## config.mk

```make
export PLATFORM = sky130hd
export DESIGN_NAME = wb_write_arbiter_flat
export DESIGN_NICKNAME = d
export VERILOG_FILES = /design/src/rtl/wb_pkg.sv /design/src/rtl/wb_write_arbiter_if.sv /design/src/rtl/wb_fifo.sv /design/src/rtl/wb_write_arbiter.sv /design/src/flat_wrapper.sv
export SDC_FILE = /design/constraint.sdc
export NUM_CORES = 1
export LEC_CHECK = 0
export CAP_MARGIN = 20
export CORE_UTILIZATION = 54
export DETAILED_ROUTE_END_ITERATION = 8
export GPL_TIMING_DRIVEN = 0
export PLACE_DENSITY = 0.8
export SLEW_MARGIN = 0
export SYNTH_ARGS = -nofsm -noshare
export SYNTH_HDL_FRONTEND = slang
export SYNTH_SLANG_ARGS = --single-unit
```

## constraint.sdc

```tcl
create_clock -name clk -period 3.5 [get_ports clk]
set_input_delay 1.05 -clock clk [delete_from_list [all_inputs] [get_ports clk]]
set_output_delay 1.05 -clock clk [all_outputs]
set_load 0.01 [all_outputs]
```

## src/rtl/wb_pkg.sv

```systemverilog
// Shared types for the register-file write-back arbiter.
// Request bundle, arbiter state and default widths.
package wb_pkg;

    localparam int DATA_W = 32;
    localparam int ADDR_W = 5;

    typedef struct packed {
        logic [ADDR_W-1:0] addr;
        logic [DATA_W-1:0] data;
    } wb_req_t;

    typedef enum logic {
        NORMAL = 1'b0,
        FORCE  = 1'b1
    } wb_state_t;

endpackage

```

## src/rtl/wb_write_arbiter_if.sv

```systemverilog
// ALU / LSU request channels and the registered register-file write port.
// master drives requests, slave is the arbiter.
interface wb_write_arbiter_if #(
    parameter int DATA_W = wb_pkg::DATA_W,
    parameter int ADDR_W = wb_pkg::ADDR_W
);

    logic              alu_valid;
    logic              alu_ready;
    logic [ADDR_W-1:0] alu_addr;
    logic [DATA_W-1:0] alu_data;

    logic              lsu_valid;
    logic              lsu_ready;
    logic [ADDR_W-1:0] lsu_addr;
    logic [DATA_W-1:0] lsu_data;

    logic              rf_we;
    logic [ADDR_W-1:0] rf_addr;
    logic [DATA_W-1:0] rf_data;

    modport master (
        output alu_valid, alu_addr, alu_data,
        output lsu_valid, lsu_addr, lsu_data,
        input  alu_ready, lsu_ready,
        input  rf_we, rf_addr, rf_data
    );

    modport slave (
        input  alu_valid, alu_addr, alu_data,
        input  lsu_valid, lsu_addr, lsu_data,
        output alu_ready, lsu_ready,
        output rf_we, rf_addr, rf_data
    );

endinterface

```

## src/rtl/wb_fifo.sv

```systemverilog
// Synchronous FIFO of write-back requests with occupancy count
// and a per-entry valid/address view for the pending-write check.
module wb_fifo
    import wb_pkg::*;
#(
    parameter  int DEPTH = 4,
    localparam int PW    = $clog2(DEPTH),
    localparam int CW    = PW + 1
) (
    input  logic                          clk,
    input  logic                          reset,
    input  logic                          push,
    input  wb_req_t                       wdata,
    input  logic                          pop,
    output wb_req_t                       rdata,
    output logic                          full,
    output logic                          empty,
    output logic [CW-1:0]                 count,
    output logic [DEPTH-1:0]              ent_valid,
    output logic [DEPTH-1:0][ADDR_W-1:0]  ent_addr
);

    wb_req_t         mem [DEPTH];
    logic [PW-1:0]   wr_ptr;
    logic [PW-1:0]   rd_ptr;
    logic            do_push;
    logic            do_pop;

    assign full    = (count == CW'(DEPTH));
    assign empty   = (count == '0);
    assign do_push = push && !full;
    assign do_pop  = pop && !empty;
    assign rdata   = mem[rd_ptr];

    always_ff @(posedge clk) begin
        if (do_push) mem[wr_ptr] <= wdata;
    end

    always_ff @(posedge clk or posedge reset) begin
        if (reset) begin
            wr_ptr <= '0;
            rd_ptr <= '0;
            count  <= '0;
        end else begin
            if (do_push) wr_ptr <= wr_ptr + 1'b1;
            if (do_pop)  rd_ptr <= rd_ptr + 1'b1;
            unique case ({do_push, do_pop})
                2'b10:   count <= count + 1'b1;
                2'b01:   count <= count - 1'b1;
                default: ;
            endcase
        end
    end

    // Entry i is live when its distance from the read pointer is below count.
    always_comb begin
        for (int i = 0; i < DEPTH; i++) begin
            ent_valid[i] = {1'b0, PW'(PW'(i) - rd_ptr)} < count;
            ent_addr[i]  = mem[i].addr;
        end
    end

endmodule

```

## src/rtl/wb_write_arbiter.sv

```systemverilog
// Register-file write-back arbiter: ALU has priority, LSU is buffered.
// WB_BYPASS_EN lets an LSU write skip the empty FIFO when the port is idle.
module wb_write_arbiter
#(
    parameter  int DATA_W       = wb_pkg::DATA_W,
    parameter  int ADDR_W       = wb_pkg::ADDR_W,
    parameter  int FIFO_DEPTH   = 4,
    parameter  int STARVE_LIMIT = 3,
    localparam int CNT_W        = $clog2(FIFO_DEPTH) + 1
) (
    input  logic              clk,
    input  logic              reset,
    wb_write_arbiter_if.slave bus,
    input  logic [ADDR_W-1:0] chk_addr,
    output logic              chk_pending,
    output logic [CNT_W-1:0]  fifo_count
);

    import wb_pkg::*;

    localparam int SC_W = $clog2(STARVE_LIMIT + 1);

    wb_state_t                       state;
    wb_state_t                       state_nxt;
    logic [SC_W-1:0]                 starve_cnt;
    logic                            full;
    logic                            empty;
    logic                            push;
    logic                            pop;
    logic                            byp;
    logic                            alu_wr;
    logic                            lsu_wr;
    logic                            starved;
    logic                            hit;
    logic                            wr_en;
    logic [ADDR_W-1:0]               wr_addr;
    logic [DATA_W-1:0]               wr_data;
    wb_req_t                         head;
    wb_req_t                         lsu_req;
    logic [FIFO_DEPTH-1:0]           ent_valid;
    logic [FIFO_DEPTH-1:0][ADDR_W-1:0] ent_addr;

    assign alu_wr        = bus.alu_valid && bus.alu_ready && (bus.alu_addr != '0);
    assign lsu_wr        = bus.lsu_valid && bus.lsu_ready && (bus.lsu_addr != '0);
    assign bus.lsu_ready = !full;
    assign push          = lsu_wr && !byp;
    assign lsu_req.addr  = bus.lsu_addr;
    assign lsu_req.data  = bus.lsu_data;

    wb_fifo #(
        .DEPTH (FIFO_DEPTH)
    ) u_fifo (
        .clk       (clk),
        .reset     (reset),
        .push      (push),
        .wdata     (lsu_req),
        .pop       (pop),
        .rdata     (head),
        .full      (full),
        .empty     (empty),
        .count     (fifo_count),
        .ent_valid (ent_valid),
        .ent_addr  (ent_addr)
    );

    always_ff @(posedge clk or posedge reset) begin
        if (reset) state <= NORMAL;
        else       state <= state_nxt;
    end

    assign starved = (state == NORMAL) && !empty && !pop &&
                     (starve_cnt == SC_W'(STARVE_LIMIT - 1));

    always_comb begin
        state_nxt = state;
        unique case (state)
            NORMAL:  if (starved) state_nxt = FORCE;
            FORCE:   state_nxt = NORMAL;
            default: state_nxt = NORMAL;
        endcase
    end

    // In NORMAL alu_ready is 1, so alu_valid alone means an ALU transfer.
    always_comb begin
        bus.alu_ready = 1'b1;
        pop           = 1'b0;
        byp           = 1'b0;
        unique case (state)
            NORMAL: begin
                pop = !empty && !bus.alu_valid;
`ifdef WB_BYPASS_EN
                byp = lsu_wr && empty && !bus.alu_valid;
`endif
            end
            FORCE: begin
                bus.alu_ready = 1'b0;
                pop           = !empty;
            end
            default: ;
        endcase
    end

    always_ff @(posedge clk or posedge reset) begin
        if (reset)                      starve_cnt <= '0;
        else if (state == FORCE || pop) starve_cnt <= '0;
        else if (!empty)                starve_cnt <= starve_cnt + 1'b1;
    end

    always_comb begin
        wr_en   = alu_wr || pop || byp;
        wr_addr = head.addr;
        wr_data = head.data;
        unique case (1'b1)
            alu_wr: begin
                wr_addr = bus.alu_addr;
                wr_data = bus.alu_data;
            end
            byp: begin
                wr_addr = bus.lsu_addr;
                wr_data = bus.lsu_data;
            end
            default: ;
        endcase
    end

    always_ff @(posedge clk or posedge reset) begin
        if (reset) begin
            bus.rf_we   <= 1'b0;
            bus.rf_addr <= '0;
            bus.rf_data <= '0;
        end else begin
            bus.rf_we <= wr_en;
            if (wr_en) begin
                bus.rf_addr <= wr_addr;
                bus.rf_data <= wr_data;
            end
        end
    end

    always_comb begin
        hit = bus.rf_we && (bus.rf_addr == chk_addr);
        for (int i = 0; i < FIFO_DEPTH; i++) begin
            if (ent_valid[i] && (ent_addr[i] == chk_addr)) hit = 1'b1;
        end
    end

    assign chk_pending = (chk_addr != '0) && hit;

endmodule

```

## src/flat_wrapper.sv

```systemverilog
// flat-port wrapper written by rule: the top's interface ports become plain ports
module wb_write_arbiter_flat import wb_pkg::*;
#(
    parameter  int DATA_W       = wb_pkg::DATA_W,
    parameter  int ADDR_W       = wb_pkg::ADDR_W,
    parameter  int FIFO_DEPTH   = 4,
    parameter  int STARVE_LIMIT = 3,
    localparam int CNT_W        = $clog2(FIFO_DEPTH) + 1
)
  (clk, reset, chk_addr, chk_pending, fifo_count, bus_alu_valid, bus_alu_addr, bus_alu_data, bus_lsu_valid, bus_lsu_addr, bus_lsu_data, bus_alu_ready, bus_lsu_ready, bus_rf_we, bus_rf_addr, bus_rf_data);
  wb_write_arbiter_if #(.DATA_W(DATA_W), .ADDR_W(ADDR_W)) bus_i ();
  input  logic clk;
  input  logic reset;
  input  logic [ADDR_W-1:0] chk_addr;
  output logic chk_pending;
  output logic [CNT_W-1:0] fifo_count;
  input wire logic [$bits(bus_i.alu_valid)-1:0] bus_alu_valid;
  input wire logic [$bits(bus_i.alu_addr)-1:0] bus_alu_addr;
  input wire logic [$bits(bus_i.alu_data)-1:0] bus_alu_data;
  input wire logic [$bits(bus_i.lsu_valid)-1:0] bus_lsu_valid;
  input wire logic [$bits(bus_i.lsu_addr)-1:0] bus_lsu_addr;
  input wire logic [$bits(bus_i.lsu_data)-1:0] bus_lsu_data;
  output wire logic [$bits(bus_i.alu_ready)-1:0] bus_alu_ready;
  output wire logic [$bits(bus_i.lsu_ready)-1:0] bus_lsu_ready;
  output wire logic [$bits(bus_i.rf_we)-1:0] bus_rf_we;
  output wire logic [$bits(bus_i.rf_addr)-1:0] bus_rf_addr;
  output wire logic [$bits(bus_i.rf_data)-1:0] bus_rf_data;
  assign bus_i.alu_valid = bus_alu_valid;
  assign bus_i.alu_addr = bus_alu_addr;
  assign bus_i.alu_data = bus_alu_data;
  assign bus_i.lsu_valid = bus_lsu_valid;
  assign bus_i.lsu_addr = bus_lsu_addr;
  assign bus_i.lsu_data = bus_lsu_data;
  assign bus_alu_ready = bus_i.alu_ready;
  assign bus_lsu_ready = bus_i.lsu_ready;
  assign bus_rf_we = bus_i.rf_we;
  assign bus_rf_addr = bus_i.rf_addr;
  assign bus_rf_data = bus_i.rf_data;
  wb_write_arbiter #(.DATA_W(DATA_W), .ADDR_W(ADDR_W), .FIFO_DEPTH(FIFO_DEPTH), .STARVE_LIMIT(STARVE_LIMIT)) u_core (.clk(clk), .reset(reset), .bus(bus_i), .chk_addr(chk_addr), .chk_pending(chk_pending), .fifo_count(fifo_count));
endmodule
```

==> flow_summary_export.csv <==
group,metric,value,unit
status,outcome,"finished, final reports clean",
synthesis,ys_ff_latch,196,
power_and_ir_drop,p_per_area,817.9,nW/um^2
synthesis,synth_commonest_cells,"148 x edfxtp_1, 48 x dfrtp_1, 41 x nor2_1, 37 x mux4_2, 34 x mux2i_1",
synthesis,yosys_warnings,0,
layout,fillers,905,
global_routing,grt_pass1_wl,26450,um
die,start_util,0.5557,
global_routing,first_global_vias,4928,
die,die_w,124.5,um
setup_path,r2r_end,"u_core.u_fifo.mem[0][15]",
synthesis,syn_area,8107,sq um
synthesis,syn_inst,473,
die,num_rows,44,
route,num_vias,4673,
synthesis,synthDistinctLibCells,37,
route,drt-total-wl,16800,um
timing,finalSetupViolations,0,
timing,max_freq,294.8,MHz
layout,multi_input_area,2315,sq um
placed_design,gp_congestion,0.9285,
cts,cts.reportedPaths.clkPinSlew,0.07,ns
min_path,hp-start,"u_core.state",
setup_path,regToRegSetupSlack,0.83,ns
timing,drv_slew,0,
die,core,14590,sq um
timing,hold_violations,0,
setup_path,r2r_start,"u_core.u_fifo.count[1]",
die,die-area,15510,sq um
placed_design,io_buffers,121,
global_routing,grt_usage,0.2316,
layout,area_growth,28.55,%
power_and_ir_drop,power_leakage,3.805,nW
power_and_ir_drop,peakVddDrop,0.0005125,V
cts,cts_tree,"built",
setup_path,crit_path_start_kind,"flop",
synthesis,synth_nets,567,
setup_path,critical_path_class,"flop to output pin",
layout,regArea,5647,sq um
route,drt-pass1-iter-count,4,
power_and_ir_drop,power,0.008523,W
synthesis,async_reset_ff_frac,0.2449,
layout,layout.nets,719,
timing,fin_skew,0.008647,ns
setup_path,crit_arrival,2.34,ns
job,max_cap_viol_count,0,
cts,htreeDepth,4,
cts,cts_hold_buf,0,
min_path,hold_class,"flop to flop",
layout,antenna_cells,0,
timing,worst_pin_slew,0.6400,ns
synthesis,synth-seq-area-share,0.6964,
route,drc,0,
setup_path,critPathMaxFanout,10,
synthesis,synth_most_common_cell,"edfxtp_1",
synthesis,synthFlopType,"edfxtp_1",
global_routing,grt_antenna_before_repair,0,
min_path,min_path_cells,1,
cts,cts_buffers,17,
die,io_pins,127,
global_routing,grt_max_degree,33,
timing,period_share,0.9691,
route,wire_per_inst,20.44,um
setup_path,end_kind,"output pin",
synthesis,syn_area_per_cell,17.14,sq um
cts,clock_sinks,196,
setup_path,required,2.45,ns
timing,relSlewSlack,0.5733,
timing,tns,0,ns
placed_design,place_inst,783,
route,viasPerCell,5.685,
placed_design,detailed_place_hpwl,11280,um
route,ant_nets,0,
layout,drive_gt1_frac,0.1865,
layout,final_cells,822,
cts,root_buffer,"clkbuf_16",
cts,clockBufferDepth,2,
global_routing,grt_overflow,0,
route,drt_iter0_drc,288,
cts,clk_latency,0.43,ns
layout,post-route-util,0.7143,
timing,post-route-min-period,3.392,ns
min_path,min_to,"u_core.starve_cnt[0]",
synthesis,synth-edff-count,148,
synthesis,synth_top_area_share,0.5482,
die,die_y,124.5,um
setup_path,reg2reg_depth,7,
synthesis,ys_top_cells_by_area,"edfxtp_1 55%, dfrtp_1 15%, mux4_2 10%",
synthesis,synth.largest_area_cell,"edfxtp_1",
==> how the worst max path moves through the flow <==
stage	startpoint	endpoint	slack, ns	cells after the start
after floorplan	chk_addr[1]	chk_pending	0.32	6
after global placement	bus_lsu_addr[1]	u_core.u_fifo.mem[0][7]	-0.70	4
after detailed placement	u_core.u_fifo.rd_ptr[1]	chk_pending	-0.47	9
after CTS	chk_addr[1]	chk_pending	0.02	7
after global routing	u_core.u_fifo.rd_ptr[1]	chk_pending	-0.001	9
final	u_core.u_fifo.rd_ptr[1]	chk_pending	0.11	9
==> report_power, final <==
group	internal, W	switching [W]	leakage (nW)
combinational	0.00157	0.00144	1.58
clock	0.00127	0.000798	0.307
sequential	0.00316	0.000282	1.91
total	0.00600	0.00252	3.81
==> worst max-delay path: stages, from the launching register on <==
cell and delay [ns]:
dfrtp_2 0.40, buf_6 0.19, inv_1 0.06, ha_1 0.29, nor2_1 0.05, a2111oi_2 0.38, nand4_1 0.14, nand3_1 0.10
o22a_1 0.15, buf_2 0.13
==> per-stage QoR <==
step / hold WS [ns] / cell area (sq um) / setup slack, ns
6_report: 0.5024 / 10420 / 0.1081
5_1_grt: 0.5355 / 10420 / -0.0009954
4_1_cts: 0.4929 / 10360 / 0.02083
3_5_place_dp: 0.4842 / 9653 / -0.4721
3_3_place_gp: 0.4723 / 9548 / -0.6970
2_1_floorplan: 0.4464 / 8107 / 0.3243
==> per-layer routing <==
layer | vias up | GRT usage | wire [um]
met4 | 0 | 0.1021 | 371
met5 | - | 0 | 0
met3 | 30 | 0.04897 | 835
met1 | 2367 | 0.2945 | 6931
li1 | 2098 | - | -
met2 | 178 | 0.3854 | 8662
==> layout make-up <==
| type | count | area share |
|---|---|---|
| Clock inverter | 9 | 0.01429 |
| Buffer | 26 | 0.01669 |
| Timing Repair Buffer | 133 | 0.1304 |
| Tap cell | 184 | 0.02209 |
| Clock buffer | 23 | 0.04682 |
| Sequential cell | 196 | 0.5418 |
| Multi-Input combinational cell | 236 | 0.2221 |
| Inverter | 15 | 0.005763 |
==> state kept, by name, summed over array words and instances (netlist names) <==
signal                count
u_core.u_fifo.count       3
u_core.starve_cnt         2
u_core.bus.rf_we          1
u_core.u_fifo.rd_ptr      2
u_core.bus.rf_addr        5
u_core.bus.rf_data       32
u_core.u_fifo.wr_ptr      2
u_core.state              1
u_core.u_fifo.mem       148
==> logic make-up after synthesis <==
logic type | after synthesis | synth area share
DFF | 196 | 0.6964
muxes | 72 | 0.1462
and+or+nand+nor | 67 | 0.03781
AOI/OAI and AO/OA | 54 | 0.04291
buffers and inverters | 41 | 0.02423
xor gates and xnor gates | 32 | 0.03457
adders and majority gates | 11 | 0.01790
==> placed cells by master, fill, tap and decap left out, types with 7 or more instances in the layout <==
cell type / n
edfxtp_1: 148
clkdlybuf4s50_1: 120
dfrtp_1: 47
nor2_1: 41
mux4_2: 37
mux2i_1: 33
a21oi_1: 28
xor2_1: 17
clkbuf_16: 17
xnor2_1: 14
clkbuf_1: 13
inv_1: 13
a21oi_2: 10
ha_1: 9
buf_4: 7
==> repair_timing <==
item / CTS / global route
buffers inserted: 3 / 4
resized for setup: 18 / 12
pin swaps: 4 / 2
endpoints found under the setup margin: 1 / 2
No activity file was read; power rests on OpenSTA's default activity.
